$ cat config.mk
export PLATFORM = sky130hd
export DESIGN_NAME = shift_rotate_seq
export DESIGN_NICKNAME = d
export VERILOG_FILES = /design/src/rtl/shift_rotate_seq_pkg.sv /design/src/rtl/shift_rotate_seq_step.sv /design/src/rtl/shift_rotate_seq.sv
export SDC_FILE = /design/constraint.sdc
export NUM_CORES = 1
export LEC_CHECK = 0
export BUFFER_PORTS_ARGS = -buffer_cell sky130_fd_sc_hd__buf_2
export CAP_MARGIN = 30
export CORE_UTILIZATION = 35
export CTS_BUF_LIST = sky130_fd_sc_hd__clkbuf_16
export DETAILED_ROUTE_END_ITERATION = 10
export GPL_TIMING_DRIVEN = 0
export SETUP_SLACK_MARGIN = 0.15
export SKIP_CTS_REPAIR_TIMING = 1
export SLEW_MARGIN = 20
export SYNTH_ARGS = -nofsm -noshare
export SYNTH_HDL_FRONTEND = slang
export SYNTH_SLANG_ARGS = --single-unit
$ cat constraint.sdc
create_clock -name clock -period 2.4 [get_ports clock]
set_clock_uncertainty 0.05 [all_clocks]
set_input_delay 0.48 -clock clock [delete_from_list [all_inputs] [get_ports clock]]
set_output_delay 0.48 -clock clock [all_outputs]
set_load 0.01 [all_outputs]
$ cat src/rtl/shift_rotate_seq_pkg.sv
// Shared encodings for the multi-cycle shift/rotate unit: op codes, FSM states
// and the op legality check.
package shift_rotate_seq_pkg;

    typedef enum logic [2:0] {
        OP_SHR  = 3'b000,
        OP_SHRA = 3'b001,
        OP_SHL  = 3'b010,
        OP_ROR  = 3'b011,
        OP_ROL  = 3'b100
    } op_e;

    typedef enum logic [1:0] {
        ST_IDLE  = 2'b00,
        ST_SHIFT = 2'b01,
        ST_DONE  = 2'b10
    } state_e;

    function automatic logic op_legal(input logic [2:0] op);
        return (op <= OP_ROL);
    endfunction

endpackage

$ cat src/rtl/shift_rotate_seq_step.sv
// Combinational single-step shifter: moves WIDTH bits by k (0..STEP) in the
// selected mode. Illegal ops pass the data through untouched.
module shift_rotate_seq_step
    import shift_rotate_seq_pkg::*;
#(
    parameter int WIDTH = 32,
    parameter int KW    = 6
) (
    input  logic [2:0]       op,
    input  logic [WIDTH-1:0] data_in,
    input  logic [KW-1:0]    k,
    output logic [WIDTH-1:0] data_out
);

    always_comb begin
        data_out = data_in;
        case (op)
            OP_SHR:  data_out = data_in >> k;
            OP_SHRA: data_out = $unsigned($signed(data_in) >>> k);
            OP_SHL:  data_out = data_in << k;
            // Rotates use a doubled copy so bits shifted out re-enter at the far end.
            OP_ROR:  data_out = WIDTH'({data_in, data_in} >> k);
            OP_ROL:  data_out = WIDTH'(({data_in, data_in} << k) >> WIDTH);
            default: data_out = data_in;
        endcase
    end

endmodule

$ cat src/rtl/shift_rotate_seq.sv
// Multi-cycle shift/rotate unit: accepts an operand and count on start, shifts
// up to STEP bits per cycle, then presents a held result with a one-cycle done.
module shift_rotate_seq
    import shift_rotate_seq_pkg::*;
#(
    parameter int WIDTH = 32,
    parameter int STEP  = 1,
    parameter int CNT_W = $clog2(WIDTH) + 1
) (
    input  logic             clock,
    input  logic             clear,
    input  logic             start,
    input  logic [2:0]       op,
    input  logic [WIDTH-1:0] operand_a,
    input  logic [WIDTH-1:0] count_in,
    output logic             busy,
    output logic             done,
    output logic             op_err,
    output logic [WIDTH-1:0] result
);

    localparam logic [WIDTH-1:0] WIDTH_V = WIDTH'(WIDTH);
    localparam logic [CNT_W-1:0] WIDTH_C = CNT_W'(WIDTH);
    localparam logic [CNT_W-1:0] STEP_C  = CNT_W'(STEP);

    state_e             state_q, state_d;
    logic [CNT_W-1:0]   rem_q, rem_d;
    logic [WIDTH-1:0]   work_q, work_d;
    logic [2:0]         op_q, op_d;
    logic [WIDTH-1:0]   result_q, result_d;
    logic               op_err_q, op_err_d;

    logic               legal;
    logic [CNT_W-1:0]   eff;
    logic [CNT_W-1:0]   k;
    logic [WIDTH-1:0]   step_out;

    // Effective amount: linear shifts saturate at WIDTH, rotates wrap modulo WIDTH.
    always_comb begin
        legal = op_legal(op);
        eff   = '0;
        if (!legal) begin
            eff = '0;
        end else if (op == OP_ROR || op == OP_ROL) begin
            eff = CNT_W'(count_in % WIDTH_V);
        end else if (count_in >= WIDTH_V) begin
            eff = WIDTH_C;
        end else begin
            eff = CNT_W'(count_in);
        end
        k = (rem_q < STEP_C) ? rem_q : STEP_C;
    end

    shift_rotate_seq_step #(
        .WIDTH (WIDTH),
        .KW    (CNT_W)
    ) u_step (
        .op       (op_q),
        .data_in  (work_q),
        .k        (k),
        .data_out (step_out)
    );

    always_comb begin
        state_d  = state_q;
        rem_d    = rem_q;
        work_d   = work_q;
        op_d     = op_q;
        result_d = result_q;
        op_err_d = op_err_q;
        case (state_q)
            ST_SHIFT: begin
                work_d = step_out;
                rem_d  = rem_q - k;
                if (rem_q <= STEP_C) begin
                    state_d  = ST_DONE;
                    result_d = step_out;
                    op_err_d = 1'b0;
                end
            end
            ST_IDLE, ST_DONE: begin
                state_d  = ST_IDLE;
                op_err_d = 1'b0;
                if (start) begin
                    op_d   = op;
                    work_d = operand_a;
                    rem_d  = eff;
                    // Zero-distance and illegal ops finish without a SHIFT cycle.
                    if (eff == '0) begin
                        state_d  = ST_DONE;
                        result_d = operand_a;
                        op_err_d = !legal;
                    end else begin
                        state_d  = ST_SHIFT;
                    end
                end
            end
            default: state_d = ST_IDLE;
        endcase
    end

    always_ff @(posedge clock or negedge clear) begin
        if (!clear) begin
            state_q  <= ST_IDLE;
            rem_q    <= '0;
            work_q   <= '0;
            op_q     <= '0;
            result_q <= '0;
            op_err_q <= 1'b0;
        end else begin
            state_q  <= state_d;
            rem_q    <= rem_d;
            work_q   <= work_d;
            op_q     <= op_d;
            result_q <= result_d;
            op_err_q <= op_err_d;
        end
    end

    assign busy   = (state_q == ST_SHIFT);
    assign done   = (state_q == ST_DONE);
    assign op_err = op_err_q;
    assign result = result_q;

endmodule

==> results.md <==
Run status:
- The run finished with clean final reports.

STA:
- The final count of negative-setup-slack endpoints is 0.
- For this run, the top clock speed supported by timing is 463 MHz.
- The minimum setup slack in the final design is 0.242 ns.
- The count of pins over their slew limit came to 0.
- The part of the cycle the worst path needs is 89.9%.
- The transition time at the pin with the least slew margin is 0.592 ns.
- The relative slew slack is 60.5%.
- For the finished layout, the period the worst path requires is 2.16 ns.
- The worst hold slack is 0.0337 ns.
- In the final timing run, aggregate negative setup slack is 0 ns.
- Setup repair after global routing could not meet its margin everywhere.
- The final hold violation count is 0.

Yosys:
- The number of nets produced by synthesis is 658.
- The cell count after synthesis is 587.
- The most common flop cell mapped by yosys is dfrtp_1.
- After synthesis, the cell types taking the most area are dfrtp_1 (35%), or3b_2 (9.6%), o221ai_2 (8.4%).
- Summed over its instances, the top area cell type makes up 35.4% of the synthesized netlist area.
- Among all cell types in the netlist, the one instantiated most often is dfrtp_1.
- For this run, the number of Yosys warnings is 0.
- After synthesis, flip-flops and latches occupy 35.4% of the total area.
- In the synthesized netlist, the cells that appear most often are dfrtp_1 (76), a21oi_1 (67), or3b_2 (59).
- The distinct cell type count of the synthesized netlist is 48.
- Counting flops and latches in the post-synthesis netlist gives 76.
- After synthesis the cells add up to 5370 sq um.
- The number of enable flip-flop cells after synthesis is 0.
- The mean instance size in the synthesized netlist is 9.15 sq um.
- The share of flip-flops with an asynchronous set or reset after synthesis is 100%.
- The cell type with the highest aggregate area in the netlist is dfrtp_1.

GRT:
- The via count of the first global-routing pass came to 4,784.
- The fraction of met3 tracks used by global routing is 3.40%.
- Entering global routing, the biggest net connects 43 pins.
- Global routing consumed, on the met1 layer, 26.1% of the routing resources.
- The total routing resource utilization after global routing is 19.6%.
- The met2 global-route usage is 31.7%.
- Summed over all layers, the global routing overflow is 0.
- The number of antenna violations at the first check in global routing was 0.
- The global-route wire length before repair is 24,600 um.
- The highest-utilization routing layer at the global route stage is met2.

Placement:
- The detailed-placement wirelength estimate is 10,800 um.
- The count of input and output buffers is 104.
- The final RePlAce weighted congestion is 0.816.
- Summing all placed instances gives a cell area of 6140 sq um.
- After detailed placement, the design holds a cell count of 876.
- The pre-CTS setup slack is -0.190 ns.

Clocking:
- The number of levels the H-tree was split into is 3.
- The CTS sink count is 76.
- The worst-skew pair later-pin latency is 0.35 ns.
- The TritonCTS buffer count is 9.
- TritonCTS built the clock tree.
- Clock-pin slew was measured on the worst setup and hold paths at 0.06 ns.
- The clock root buffer is clkbuf_16.
- The worst-case clock buffer depth is 2.

Min path:
- The path type of the worst min-delay path is in2async.

Final layout:
- Of the cells placed in the final design, the portion with a size suffix greater than 1 is 41.6%.
- Summing all multi-input logic gate instances after layout gives 3070 sq um.
- The fill cell total of the finished layout is 1,485.
- The number of diodes added for antenna fixing is 0.
- Once layout is done, the placed cells without fillers occupy 6470 sq um.
- At the end of the flow, the number of nets in the layout was 775.
- Once layout is complete, the utilization of the core stands at 43.9%.
- Excluding fillers, the count of instances in the completed layout stands at 893.
- The synthesis-to-layout area growth is 20.5%.
- Registers take 1900 sq um.

Die:
- The floorplan step defined a die boundary enclosing 15,800 sq um.
- The count of pins on the block boundary is 105.
- The floorplan step set the die height to 126 um.
- The core region is 14,800 sq um.
- For this configuration, the core starts out at a cell density of 36.4%.
- The die is 126 um wide.
- The number of placement rows is 44.

Setup path:
- The critical path goes through or4_1 > buf_4 > o21bai_2 > ha_2 > nor2_1 > and3_1 > o21a_1 > nor3_2.
- The largest fanout on the critical path is 6.
- The critical path is of the reg2reg type.
- On the worst path, the slowest cell contributes a delay of 0.52 ns.
- The worst path arrival time is 2.39 ns.
- The cell family with the largest share of critical-path delay is simple AND/OR/NAND/NOR gates.
- The worst setup path is launched from a register.
- The buffer and inverter count on the worst path is 1.
- For this design, the slowest cell found on the critical path is or4_1.
- The critical path startpoint is rem_q[4].
- The worst setup path is captured at a register.
- The start of the worst register-to-register path is rem_q[4].
- For the worst setup path, the data required time is 2.63 ns.

Routing:
- The number of detailed-routing iterations run before antenna repair is 5.
- The number of design-rule violations left by the first detailed-router iteration is 274.
- In this run the remaining antenna-violating nets after routing total 0.
- The final routed wire length divided by cell count is 16.6 um.
- The wire length after detailed routing is 14,800 um.
- The per-cell via count in the routed design is 5.41.
- The DRC violation count after routing is 0.
- The total number of vias is 4,834.

Power:
- Dividing total power by cell area gives a power density of 1570 nW/um^2.
- Sequential cells account for 25.8% of the total power.
- Net switching is 45.9% of the power.
- Combinational cells account for 60.8% of the total power.
- The overall power of the completed layout is 10.2 mW.
- Internal power comes to 5.51 mW.
- IR analysis of the VDD net gives a maximum drop of 0.532 mV.
- The static power due to leakage is 2.65 nW.
- The power dissipated by switching net loads is 4.67 mW.
- The clock network fraction of design power is 13.5%.

Run:
- The max capacitance violation total is 0.
-- per-layer routing --
layer / vias up / wire length (um)
met3: 16 / 898
li1: 2339 / -
met1: 2312 / 6720
met4: 0 / 288
met5: - / 0
met2: 167 / 6880
-- path summary, 6_finish.rpt --
| path | endpoint | slack (ns) | cells past startpoint |
|---|---|---|---|
| setup reg to reg | rem_q[2] | 0.24 | 8 |
| hold reg to reg | result[11] | 0.46 | 2 |
| min in group clock | rem_q[3] | 0.32 | 3 |
| setup / recovery | rem_q[2] | 0.24 | 8 |
| max in group asynchronous | result[11] | 1.66 | 2 |
| hold / removal | state_q[1] | 0.03 | 1 |
-- cell type report --
cell class | count | area share (%)
Buffer | 52 | 4.56
Clock buffer | 9 | 3.48
Clock inverter | 7 | 1.04
Inverter | 34 | 1.97
Multi-Input combinational cell | 425 | 47.5
Sequential cell | 76 | 29.4
Tap cell | 184 | 3.56
Timing Repair Buffer | 106 | 8.51
-- power by group through the flow --
stage | logic, mW | registers, mW | clock network [mW]
floorplan | 4.56 | 2.59 | 0
CTS | 6.15 | 2.61 | 1.39
global placement | 5.95 | 2.59 | 0
finish | 6.18 | 2.62 | 1.37
detailed placement | 6.12 | 2.63 | 0
global route | 6.83 | 2.74 | 1.47
-- state kept, by name, summed over array words and instances, names as in the netlist --
| name | cells |
|---|---|
| work_q | 32 |
| rem_q | 6 |
| state_q | 2 |
| result | 32 |
| op_q | 3 |
| op_err | 1 |
-- layout by cell type (no fill, tap or decap), drive strengths merged, types with 5 or more instances in the layout --
master,synthesis,layout
buf,16,121
dfrtp,76,76
o21ai,72,72
a21oi,67,67
or3b,59,59
clkbuf,36,46
nand2,45,45
inv,34,34
nand2b,32,32
mux2i,32,32
o221ai,30,30
or2,29,29
nor2,10,10
nor2b,8,8
nor4,6,6
a31oi,5,5
-- cells by family after synthesis --
logic type                 count (synthesis)  share of synthesized area (%)
muxes                                     34                           6.38
and+or+nand+nor                          199                           23.5
DFF                                       76                           35.4
adders and majority gates                  1                          0.233
buffers and inverters                     86                           7.76
AOI/OAI and AO/OA                        190                           26.6
xor gates and xnor gates                   1                          0.163
Note: power is estimated with default switching activity, not from simulation.
